$ cat src/rtl/demux_1_2_32_buf.sv
// 1-to-2 demultiplexer for 32-bit words with a 2-entry FIFO on each output
// channel and a running count of accepted input words.
module demux_1_2_32_buf #(
    parameter int unsigned DEPTH = 2
) (
    input  logic        clk,
    input  logic        rst,
    input  logic [31:0] in_data,
    input  logic        in_sel,
    input  logic        in_valid,
    output logic        in_ready,
    output logic [31:0] out0_data,
    output logic        out0_valid,
    input  logic        out0_ready,
    output logic [31:0] out1_data,
    output logic        out1_valid,
    input  logic        out1_ready,
    output logic [1:0]  cnt0,
    output logic [1:0]  cnt1,
    output logic [15:0] xfer_count
);

    localparam logic [1:0] FULL = 2'(DEPTH);

    logic [31:0] mem0 [2];
    logic [31:0] mem1 [2];
    logic        wp0, rp0, wp1, rp1;
    logic        accept, push0, push1, pop0, pop1;

    // in_ready looks only at registered counts, never at the consumer side.
    assign in_ready = in_sel ? (cnt1 < FULL) : (cnt0 < FULL);

    assign accept = in_valid && in_ready && !rst;
    assign push0  = accept && !in_sel;
    assign push1  = accept && in_sel;
    assign pop0   = out0_valid && out0_ready;
    assign pop1   = out1_valid && out1_ready;

    assign out0_valid = (cnt0 != 2'd0);
    assign out1_valid = (cnt1 != 2'd0);
    assign out0_data  = mem0[rp0];
    assign out1_data  = mem1[rp1];

    always_ff @(posedge clk) begin
        if (rst) begin
            cnt0       <= '0;
            cnt1       <= '0;
            wp0        <= 1'b0;
            rp0        <= 1'b0;
            wp1        <= 1'b0;
            rp1        <= 1'b0;
            xfer_count <= '0;
        end else begin
            if (push0) wp0 <= ~wp0;
            if (pop0)  rp0 <= ~rp0;
            if (push1) wp1 <= ~wp1;
            if (pop1)  rp1 <= ~rp1;

            case ({push0, pop0})
                2'b10:   cnt0 <= cnt0 + 2'd1;
                2'b01:   cnt0 <= cnt0 - 2'd1;
                default: cnt0 <= cnt0;
            endcase

            case ({push1, pop1})
                2'b10:   cnt1 <= cnt1 + 2'd1;
                2'b01:   cnt1 <= cnt1 - 2'd1;
                default: cnt1 <= cnt1;
            endcase

            if (accept) xfer_count <= xfer_count + 16'd1;
        end
    end

    // Storage carries no reset; validity is tracked by the counts alone.
    always_ff @(posedge clk) begin
        if (push0) mem0[wp0] <= in_data;
        if (push1) mem1[wp1] <= in_data;
    end

endmodule
$ cat config.mk
export PLATFORM = sky130hd
export DESIGN_NAME = demux_1_2_32_buf
export DESIGN_NICKNAME = d
export VERILOG_FILES = /design/src/rtl/demux_1_2_32_buf.sv
export SDC_FILE = /design/constraint.sdc
export NUM_CORES = 1
export LEC_CHECK = 0
export BUFFER_PORTS_ARGS = -buffer_cell sky130_fd_sc_hd__buf_2
export CORE_MARGIN = 3
export CORE_UTILIZATION = 50
export DETAILED_ROUTE_END_ITERATION = 12
export PLACE_DENSITY = 0.74
export SLEW_MARGIN = 25
export SYNTH_ARGS = -nofsm -noshare
export SYNTH_HDL_FRONTEND = slang
export SYNTH_SLANG_ARGS = --single-unit
$ cat constraint.sdc
create_clock -name clk -period 3.3 [get_ports clk]
set_input_delay 0.165 -clock clk [delete_from_list [all_inputs] [get_ports clk]]
set_output_delay 0.165 -clock clk [all_outputs]
set_load 0.01 [all_outputs]
==> results of run 1 <==
[worst paths after layout]
path                  from            end  slack [ns]  cells after the start
max                cnt0[1]    mem0[0][24]        1.23                      4
min                 in_sel            wp0        0.18                      4
max reg2reg        cnt0[1]    mem0[0][24]        1.23                      4
min reg2reg  xfer_count[1]  xfer_count[1]        0.48                      2
[synthesized netlist by cell type, types with 2 or more instances]
cell type	count	share of area (%)
or3_2	3	0.39
a21oi_1	11	0.95
xor2_1	9	1.4
dfxtp_1	26	9.0
or2_2	2	0.22
or4_1	4	0.52
inv_1	3	0.19
nor2_1	17	1.1
xnor2_1	6	0.91
mux2_2	64	12
buf_2	2	0.17
and2_1	5	0.54
buf_1	7	0.45
or3_1	3	0.32
edfxtp_1	128	66
nand3_1	6	0.52
o21ai_0	6	0.52
nand4_1	5	0.54
clkbuf_1	3	0.19
nand2_1	6	0.39
ha_1	3	0.65
o31ai_1	4	0.52
[per-stage QoR]
stage | cell area [µm²] | setup WS (ns) | hold slack [ns]
final | 7460 | 1.23 | 0.176
after global routing | 7460 | 1.07 | 0.211
after global placement | 6570 | 0.984 | 0.378
after CTS | 7460 | 1.18 | 0.157
after detailed placement | 6570 | 0.954 | 0.386
after floorplan | 5800 | 0.633 | 0.264
[power by group]
group / total (mW) / switching [mW] / internal (mW)
Sequential: 2.26 / 0.0879 / 2.17
Combinational: 0.524 / 0.243 / 0.281
Clock: 1.81 / 0.747 / 1.06
Total: 4.59 / 1.08 / 3.51
[flip-flops by register name, indices dropped and copies added (netlist names), 2 cells and up, named ones only]
name and flops:
mem0 64, mem1 64, xfer_count 16, cnt0 2, cnt1 2
[per-layer routing]
metal  vias up  GRT usage (%)
met2       122           27.0
met5         -              0
li1       1597              -
met3        11           6.42
met4         0           5.93
met1      1608           24.7
[cell families after synthesis]
kind of cell             count (synthesis)  synth area share [%]
flip-flops                             154                  75.2
multiplexers                            65                  12.8
AND/OR/NAND/NOR                         60                  5.87
AO/OA/AOI/OAI                           21                  1.98
buffers and inverters                   16                  1.21
XOR/XNOR                                15                  2.26
adder cells (fa/ha/maj)                  3                 0.647
[final cells by class]
cell class              instances  area (µm²)
clock buffers                  19         443
flip-flops and latches        154        4370
multi-input cells             164        1390
inverters                       3        11.3
clock inverters                13         121
repair buffers                158         956
well taps                     140         175
fillers                       769        3620
[worst max-delay path, stage by stage, from the launching register on]
cell and delay, ns:
dfxtp_1 0.37, nor3_1 0.33, inv_1 0.15, nor2_4 0.62, buf_4 0.30
==> impl_metrics.json, run 1 <==
{
  "outcome": "finished clean",
  "finalCriticalPeriod_ns": 2.07,
  "die_width_um": 114,
  "dieArea_um2": 12900,
  "antennaDiodeCount": 0,
  "arrival_ns": 2.19,
  "leakage_nw": 2.73,
  "final_nets": 539,
  "hp-class": "input pin to register",
  "layout_commonest_cell": "edfxtp_1",
  "viasPerCell": 5.13,
  "vias": 3338,
  "die_y_um": 114,
  "power_density_nw_per_um2": 615,
  "drt-total-wl_um": 11200,
  "hold_viol_final": 0,
  "dr.pass1.iters": 5,
  "finalCritPeriodShare_pct": 62.6,
  "clock.fmax_mhz": 484,
  "met1_length_um": 4960,
  "drcViolationCount": 0,
  "synthArstFlopShare_pct": 0,
  "dp_cells": 587,
  "rsz0062_at_grt": "false",
  "postCtsSetupBuffers": 0,
  "cts_tree": "built",
  "setup_viol": 0,
  "syn_area_um2": 5800,
  "ctsHoldBuffers": 32,
  "grt_start_max_net_pins": 33,
  "synth_ff_type": "edfxtp_1",
  "finalWeightedCongestion": 0.764,
  "top_layer": "met4",
  "yosys_warnings": 0,
  "path_clk_slew_ns": 0.06,
  "area_growth_pct": 28.6,
  "syn_nets": 375,
  "cts_max_path_buffers": 2,
  "portBuffers": 124,
  "grt_pass1_vias": 3216,
  "coreArea_um2": 11100,
  "synth.distinct_cells": 33,
  "required_ns": 3.42,
  "antenna_found_initial": 0,
  "utilization_pct": 67.3,
  "critical_path_class": "register to register",
  "crit_path_max_fanout": 25,
  "rows": 38,
  "ys_seq_area_share_pct": 75.2,
  "fin_worst_skew_ns": 0.00549,
  "synth-seq-cells": 154,
  "clock-root-buffer": "clkbuf_16",
  "synth-edff-count": 128,
  "peakVddDrop_uv": 401,
  "met2_wirelength_um": 5270,
  "power_mw": 4.59,
  "slew_violations": 0,
  "drive_above_1_share_pct": 46.0,
  "finalSetupTns_ns": 0,
  "cts_resized": 0,
  "synth.avg_cell_area_um2": 17.4,
  "htree_levels": 4,
  "place_hpwl_um": 7060,
  "syn_inst": 334,
  "io_pins": 125,
  "clock_sinks": 154,
  "start_util_pct": 52.4,
  "tightest_slew_ns": 0.848,
  "mostFrequentLayoutCells": "128 x edfxtp_1, 124 x buf_2, 64 x mux2_2",
  "insertion_delay_ns": 0.41,
  "antenna_left": 0,
  "cp-start-kind": "register",
  "gr-usage-all-layers_pct": 18.0,
  "initialDrtViolationCount": 140,
  "wl_met3_um": 883,
  "wl_per_cell_um": 17.3,
  "max_cap_violations": 0,
  "relSlewSlack_pct": 43.5,
  "grt_overflow": 0,
  "stdcell_count": 651,
  "cts_buffers": 17,
  "grt_pass1_wl_um": 17200,
  "endpoint_kind": "register"
}
(Power assumes the default switching activity.)
==> run 2: changes to the inputs <==
Settings changed: ABC_AREA set to 1, CORE_UTILIZATION 50 to 49, PLACE_DENSITY 0.74 to 0.76.
Clock period 3.3 ns to 1.74 ns, I/O delays scaled along.
==> run 2 against run 1 <==
  * Sequential cell count stayed put
  * Area after synthesis is 2.1% higher
  * Clock power is 78% higher
  * Worst hold slack worse by 0.14 ns
  * First-iteration DRC count is 100% higher
  * Critical path depth is 5 higher
  * Synthesized cell count is 18% higher
  * Via count is 13% higher
  * Routed wire length is 10% higher
==> impl_metrics.json, run 2 <==
{
  "layout_commonest_cell": "edfxtp_1",
  "synth.avg_cell_area_um2": 15.0,
  "area_growth_pct": 31.5,
  "cts_tree": "built",
  "start_util_pct": 51.0,
  "finalWeightedCongestion": 0.821,
  "drive_above_1_share_pct": 41.8,
  "switching_share_pct": 21.7,
  "seqPwrFrac_pct": 50.4,
  "syn_inst": 395,
  "path_clk_slew_ns": 0.06,
  "outcome": "finished clean",
  "grt_start_max_net_pins": 33,
  "antenna_left": 0,
  "viasPerCell": 5.17,
  "antenna_found_initial": 1,
  "syn_nets": 436,
  "endpoint_kind": "register",
  "cp-start-kind": "register",
  "die_y_um": 116,
  "synth_ff_type": "edfxtp_1",
  "clock_sinks": 154,
  "yosysTopAreaCellShare_pct": 64.9,
  "max_cap_violations": 0,
  "synth_top_cell_by_area": "edfxtp_1",
  "drcViolationCount": 0,
  "switching_power_mw": 1.78,
  "dieArea_um2": 13400,
  "yosys_warnings": 0,
  "critical_path_class": "register to register",
  "die_width_um": 116,
  "gr-usage-all-layers_pct": 19.1,
  "wl_per_cell_um": 16.9,
  "power_mw": 8.21,
  "comb_power_share_pct": 10.4,
  "synthArstFlopShare_pct": 0,
  "power_density_nw_per_um2": 1050,
  "yosys-top-cells-area": "edfxtp_1 65%, mux2_2 11%, dfxtp_1 8.8%",
  "ys_seq_area_share_pct": 73.7,
  "drt-total-wl_um": 12400,
  "grt_pass1_wl_um": 19200,
  "leakage_nw": 2.97,
  "fin_worst_skew_ns": 0.00880,
  "dp_worst_setup_slack_ns": 0.0373,
  "yosysMostFrequentCell": "edfxtp_1",
  "slew_violations": 0,
  "clock.fmax_mhz": 610,
  "hp-class": "input pin to register",
  "vias": 3788,
  "synth.distinct_cells": 27,
  "insertion_delay_ns": 0.41,
  "worst_slack_ns": 0.101,
  "crit_path_max_fanout": 4,
  "place_hpwl_um": 8160,
  "fillers": 814,
  "final_nets": 617,
  "hold_slack_ns": 0.0381,
  "syn_area_um2": 5920,
  "arrival_ns": 1.93,
  "synth-seq-cells": 154,
  "peakVddDrop_uv": 761,
  "p_int_mw": 6.42,
  "mostFrequentLayoutCells": "128 x edfxtp_1, 124 x buf_2, 60 x mux2_2",
  "cts_max_path_buffers": 2,
  "top_regs": "mem0 (64), mem1 (64), xfer_count (16)",
  "htree_levels": 4,
  "cts_buffers": 17,
  "initialDrtViolationCount": 280,
  "power_frac_clock_pct": 39.2,
  "synthTopCellsByCount": "128 x edfxtp_1, 60 x mux2_2, 43 x nand2_1, 30 x nor2_1",
  "required_ns": 2.03,
  "finalCritPeriodShare_pct": 94.2,
  "grt_overflow": 0,
  "setup_viol": 0,
  "hold_viol_final": 0,
  "coreArea_um2": 11600,
  "dr.pass1.iters": 4,
  "tightest_slew_ns": 0.561,
  "rows": 39,
  "io_pins": 125,
  "relSlewSlack_pct": 62.4,
  "clock-root-buffer": "clkbuf_16",
  "portBuffers": 124,
  "grt_pass1_vias": 3901,
  "synth-edff-count": 128,
  "finalCriticalPeriod_ns": 1.64,
  "utilization_pct": 67.1
}
[run 2: per-stage QoR]
stage	TNS [ns]	std cells	cell area, µm²
after global placement	0	666	6930
final	0	732	7790
after detailed placement	0	666	6930
after floorplan	0	395	5970
after global routing	-0.00147	732	7790
after CTS	0	729	7770
[run 2: metal layers]
layer	vias to the layer above	global-route usage, %	wire length (µm)	part of all wire (%)
met5	-	0	0	0
met4	0	6.57	106	0.86
met3	12	5.69	662	5.4
met2	136	32.8	6290	51
met1	1846	23.0	5310	43
li1	1794	-	-	-
[run 2: final cells by class]
class / count / area (µm²) / area share [%]
Antenna cell: 1 / 2.50 / 0.0321
Clock buffer: 20 / 437 / 5.61
Clock inverter: 11 / 81.3 / 1.04
Inverter: 29 / 109 / 1.40
Multi-Input combinational cell: 202 / 1450 / 18.7
Sequential cell: 154 / 4370 / 56.1
Tap cell: 143 / 179 / 2.30
Timing Repair Buffer: 172 / 1160 / 14.9
[run 2: worst paths after layout]
kind | from | to | slack [ns] | depth (start not counted)
worst max-delay path | cnt1[1] | cnt1[1] | 0.10 | 9
worst min-delay path | in_sel | wp1 | 0.04 | 3
worst max register to register | cnt1[1] | cnt1[1] | 0.10 | 9
worst min register to register | rp0 | rp0 | 0.47 | 1
[run 2: power by group through the flow]
| stage | registers, mW | logic (mW) | clock network [mW] |
|---|---|---|---|
| after floorplan | 4.21 | 0.437 | 0 |
| after global placement | 4.20 | 0.771 | 0 |
| after detailed placement | 4.21 | 0.791 | 0 |
| after CTS | 4.13 | 0.852 | 3.30 |
| after global routing | 4.14 | 0.927 | 3.45 |
| final | 4.13 | 0.857 | 3.22 |
[run 2: worst max-delay path, cell delays in order (launching register included)]
cell,delay [ns]
dfxtp_1,0.33
nand2_2,0.10
nand2_2,0.08
nor2_4,0.18
nand2_4,0.07
ha_1,0.32
a21oi_1,0.12
o21ai_0,0.13
o21ai_1,0.14
a21oi_1,0.06
[run 2: what timing repair did]
action	in CTS	in global routing
hold endpoints to repair	128	0
hold buffers	32	0
setup endpoints to repair	0	2
setup buffers	0	2
gates resized for setup	0	4
[run 2: kinds of logic after synthesis]
kind of cell	share of synthesized area, %
xor+xnor	0.148
mux	12.2
simple gates	7.84
flops	73.7
buf+inv	2.72
compound gates	2.83
fa+ha+maj	0.634
